==> src/rtl/cardinal_nic.sv <==
// cardinal_nic: network interface between one cardinal_processor and its
// local NoC router port. The processor sees a four-register window:
// 00 input buffer, 01 input status, 10 output buffer, 11 output status.
// The router side uses a send/ready handshake. Outgoing packets are gated by
// the network polarity bit against packet bit 0 (the VC bit).
// Optional macro NIC_OUT_DEPTH2_EN turns the single output entry into a
// 2-entry FIFO. The default build, with the macro undefined, uses one entry.
// All vectors are big-endian: bit 0 is the MSB.
module cardinal_nic #(
   parameter int DATA_WIDTH = 64
) (
   input  logic                  clk,
   input  logic                  reset,
   input  logic [0:1]            addr,
   input  logic [0:DATA_WIDTH-1] d_in,
   output logic [0:DATA_WIDTH-1] d_out,
   input  logic                  nicEn,
   input  logic                  nicWrEn,
   input  logic                  net_si,
   output logic                  net_ri,
   input  logic [0:DATA_WIDTH-1] net_di,
   output logic                  net_so,
   input  logic                  net_ro,
   output logic [0:DATA_WIDTH-1] net_do,
   input  logic                  net_polarity
);

   logic                  w_rdEn;
   logic                  w_wrEn;
   logic                  w_inPop;
   logic                  w_outWrite;
   logic                  w_send;
   logic                  w_outFullStatus;
   logic [0:DATA_WIDTH-1] w_outHead;

   logic [0:DATA_WIDTH-1] r_inBuf;
   logic                  r_inFull;

   assign w_rdEn  = nicEn & ~nicWrEn;
   assign w_wrEn  = nicEn & nicWrEn;
   assign w_inPop = w_rdEn & (addr == 2'b00) & r_inFull;
   assign net_ri  = ~r_inFull;

   // Capture a router packet when empty; a processor read of 00 frees it
   always_ff @(posedge clk) begin
      if (reset) begin
         r_inBuf  <= '0;
         r_inFull <= 1'b0;
      end else if (net_si & ~r_inFull) begin
         r_inBuf  <= net_di;
         r_inFull <= 1'b1;
      end else if (w_inPop) begin
         r_inFull <= 1'b0;
      end
   end

`ifdef NIC_OUT_DEPTH2_EN
   logic [0:DATA_WIDTH-1] r_outMem [0:1];
   logic                  r_wrPtr;
   logic                  r_rdPtr;
   logic [1:0]            r_count;

   assign w_outFullStatus = (r_count == 2'd2);
   assign w_outHead       = r_outMem[r_rdPtr];
   assign w_outWrite      = w_wrEn & (addr == 2'b10) & (r_count != 2'd2);
   assign w_send          = (r_count != 2'd0) & net_ro & (w_outHead[0] == net_polarity);

   // Two-entry output FIFO; a write and a send in one cycle never touch the same slot
   always_ff @(posedge clk) begin
      if (reset) begin
         r_outMem[0] <= '0;
         r_outMem[1] <= '0;
         r_wrPtr     <= 1'b0;
         r_rdPtr     <= 1'b0;
         r_count     <= 2'd0;
      end else begin
         if (w_outWrite) begin
            r_outMem[r_wrPtr] <= d_in;
            r_wrPtr           <= ~r_wrPtr;
         end
         if (w_send) begin
            r_rdPtr <= ~r_rdPtr;
         end
         case ({w_outWrite, w_send})
            2'b10:   r_count <= r_count + 2'd1;
            2'b01:   r_count <= r_count - 2'd1;
            default: r_count <= r_count;
         endcase
      end
   end
`else
   logic [0:DATA_WIDTH-1] r_outBuf;
   logic                  r_outFull;

   assign w_outFullStatus = r_outFull;
   assign w_outHead       = r_outBuf;
   assign w_outWrite      = w_wrEn & (addr == 2'b10) & ~r_outFull;
   assign w_send          = r_outFull & net_ro & (r_outBuf[0] == net_polarity);

   // Single output entry; a write is only taken when the entry was empty at cycle start
   always_ff @(posedge clk) begin
      if (reset) begin
         r_outBuf  <= '0;
         r_outFull <= 1'b0;
      end else if (w_outWrite) begin
         r_outBuf  <= d_in;
         r_outFull <= 1'b1;
      end else if (w_send) begin
         r_outFull <= 1'b0;
      end
   end
`endif

   assign net_so = w_send;
   assign net_do = w_outHead;

   // Register read mux; status bits land in the LSB (bit DATA_WIDTH-1)
   always_comb begin
      d_out = '0;
      if (w_rdEn) begin
         case (addr)
            2'b00:   d_out = r_inBuf;
            2'b01:   d_out[DATA_WIDTH-1] = r_inFull;
            2'b11:   d_out[DATA_WIDTH-1] = w_outFullStatus;
            default: d_out = '0;
         endcase
      end
   end

endmodule

==> config.mk <==
export PLATFORM = sky130hd
export DESIGN_NAME = cardinal_nic
export DESIGN_NICKNAME = d
export VERILOG_FILES = /design/src/rtl/cardinal_nic.sv
export SDC_FILE = /design/constraint.sdc
export NUM_CORES = 1
export LEC_CHECK = 0
export BUFFER_PORTS_ARGS = -buffer_cell sky130_fd_sc_hd__buf_2
export CORE_UTILIZATION = 35
export DETAILED_ROUTE_END_ITERATION = 16
export PLACE_DENSITY = 0.71
export SLEW_MARGIN = 20
export SYNTH_ARGS = -nofsm -noshare
export SYNTH_HDL_FRONTEND = slang
export SYNTH_SLANG_ARGS = --single-unit
==> constraint.sdc <==
create_clock -name clk -period 1.3 [get_ports clk]
set_input_delay 0.26 -clock clk [delete_from_list [all_inputs] [get_ports clk]]
set_output_delay 0.26 -clock clk [all_outputs]
set_load 0.01 [all_outputs]
==> metrics <==
outcome complete, but fails checks; failing checks setup timing; crit path kind in -> out; gp weighted congestion 0.749; drt via density 4.59; post-route ant nets 0; R2R setup slack -10 ps; core area 15900 um^2; Power Density 1100 nW/um^2; total global-route track usage 0.179; predominant post-synthesis flop cell dfxtp_1; Peak VDD IR 870 uV; initial core utilization 0.358; capturing point of the worst reg2reg path r_inBuf[17]; initial antenna violation count 1; worst hold path endpoint r_inBuf[46]; Post-synth EDFFs 0; Initial DRC Count 196; Overflow after GRT 0; nets 1058; Syn Area/Cell 8.89 um^2; synthesized net count 777; CP Cell Sequence buf_8, nor4b_4, buf_6, buf_12, buf_8, and2_4, buf_6; clk_skew 9.34 ps; clk slew on worst S/H paths 60 ps; Detailed Place HPWL 9.97 mm; routed len/inst 14.9 um; Critical Path Start Type input pin; RSZ-0062 raised after global routing true; row count 46; synthesized instance count 640; Post-Place Setup Slack -240 ps; Worst Min Path Start net_di[46]; r2r worst-path depth 7; P_int 7.18 mW; max_slew headroom 0.835; DRC Markers 0; synthesis-to-layout area growth 53.3%; P_leak 3.88 nW; register area share after synthesis 0.458; Die Width 129 um; Slowest cell on crit path nor4b_4; Hold Path Class in -> reg; switching portion of total power 0.252; reg2reg start r_inFull; CTS Root Cell clkbuf_16; layout cell share with drive strength beyond 1 0.462; vias in the first global route 4645; Port Buffers 266; hold violation total from the final report 0; Least-Margin Pin Slew 247 ps; Hold Path Stages 3; Die Y 129 um; Logic pwr share 0.125; critical path arrival 1320 ps; Via Count 5269; achievable frequency 633 MHz; Required @ worst endpoint 1040 ps; Inserted Diodes 0; final worst path period share 1.22; TritonCTS clock tree done; htree depth 4; asr flop ratio synth 0; max-slew violations 0; Worst-Skew Late Latency 410 ps; TNS Setup -14970 ps; hold_ws 79.3 ps; Yosys warning count 0; largest net degree at the start of global routing 54; first-pass GRT wire length 22.9 mm; register bit total from synthesis 130; I/O pin count 267; Num CTS Buffers 17; Post-Route WL 17.1 mm; sequential share of power 0.441; CTS Hold Bufs 0; Max Buffers Root-to-Sink 2; synthesized cell area 5690 um^2; drt pass-1 iters 5; final setup fails 67; clock share of power 0.434; crit-path max FO 8; count of cell types in the netlist 23; CP max stage delay 310 ps; Max Cap Viol 0; count of clock tree sinks 130; final worst path period need 1580 ps; Psw 2.42 mW; full die area 16800 um^2; CP endpoint kind primary output; setup ws final -280 ps
==> flip-flops by register name, indices dropped and copies added (netlist names) <==
signal     cells
r_inFull       1
net_do        64
r_inBuf       64
r_outFull      1
==> logic make-up after synthesis <==
kind of cell,share of synthesized area
compound gates,0.0598
simple gates,0.313
flops,0.458
mux,0.114
xor+xnor,0.00154
buf+inv,0.0537
==> critical path, delay by kind of cell <==
family,cells,cell delay [ps]
buffers and inverters,5,610
AND/OR/NAND/NOR,2,450
==> synthesized netlist by cell type, types with 2 or more instances <==
cell type | number | share of area
dfxtp_1 | 130 | 0.46
nand2b_1 | 129 | 0.14
nand2_1 | 128 | 0.084
mux2i_1 | 65 | 0.11
a21oi_1 | 64 | 0.056
and2_1 | 63 | 0.069
clkbuf_1 | 18 | 0.012
buf_2 | 13 | 0.011
buf_12 | 6 | 0.021
clkbuf_2 | 6 | 0.0053
buf_1 | 4 | 0.0026
a211oi_1 | 2 | 0.0026
inv_1 | 2 | 0.0013
==> per-stage QoR <==
step / utilization / cells / total power [mW] / area (um^2)
2_1_floorplan: - / 640 / 4.81 / 5690
3_3_place_gp: 0.461 / 1096 / 5.25 / 7320
3_5_place_dp: 0.461 / 1096 / 5.26 / 7320
4_1_cts: 0.513 / 1139 / 9.53 / 8140
5_1_grt: 0.549 / 1149 / 10.0 / 8720
6_report: 0.549 / 1149 / 9.60 / 8720
==> layout make-up <==
| class | count | area (um^2) |
|---|---|---|
| clock buffers | 21 | 440 |
| clock inverters | 10 | 65.1 |
| fillers | 1416 | 7170 |
| inverters | 2 | 7.51 |
| multi-input cells | 461 | 3070 |
| flip-flops and latches | 130 | 2610 |
| well taps | 216 | 270 |
| repair buffers | 309 | 2260 |
==> layer usage <==
| layer | vias to the layer above | global-route usage | wire length, um |
|---|---|---|---|
| met3 | 14 | 0.0735 | 1420 |
| met4 | 2 | 0.0595 | 217 |
| met1 | 2423 | 0.208 | 7140 |
| met5 | - | 0 | 13 |
| li1 | 2598 | - | - |
| met2 | 232 | 0.299 | 8280 |
==> placed cells by master, fill, tap and decap left out, drive strengths merged <==
| master | n |
|---|---|
| nor4b | 1 |
| nor2b | 1 |
| clkinv | 7 |
| xnor2 | 1 |
| buf | 304 |
| a211oi | 2 |
| and3b | 1 |
| a21oi | 64 |
| mux2i | 65 |
| nand2 | 128 |
| nor2 | 2 |
| and3 | 1 |
| nand4b | 1 |
| nand3 | 1 |
| o21ai | 1 |
| inv | 2 |
| and2 | 63 |
| dfxtp | 130 |
| clkinvlp | 3 |
| nand2b | 129 |
| clkbuf | 26 |
==> worst max path at each step <==
stage	start	endpoint	slack [ps]
after global placement	addr[0]	d_out[43]	-210
after floorplan	addr[0]	d_out[10]	-20
after CTS	r_inFull	d_out[63]	-260
final	nicWrEn	d_out[14]	-280
after detailed placement	addr[0]	d_out[43]	-240
after global routing	nicWrEn	d_out[14]	-350
==> power groups by stage <==
stage / Sequential, mW / Clock (mW) / Combinational [mW]
final: 4.23 / 4.17 / 1.20
after global routing: 4.24 / 4.47 / 1.31
after CTS: 4.22 / 4.30 / 1.01
after detailed placement: 4.31 / 0 / 0.953
after global placement: 4.31 / 0 / 0.942
after floorplan: 4.31 / 0 / 0.496
==> timing repair <==
item	in CTS	in global routing
pin swaps	28	20
setup endpoints to repair	66	127
gates resized for setup	47	113
setup buffers	9	4
gates cloned	3	8
endpoints found under the hold margin	0	0
(Power assumes the default switching activity.)
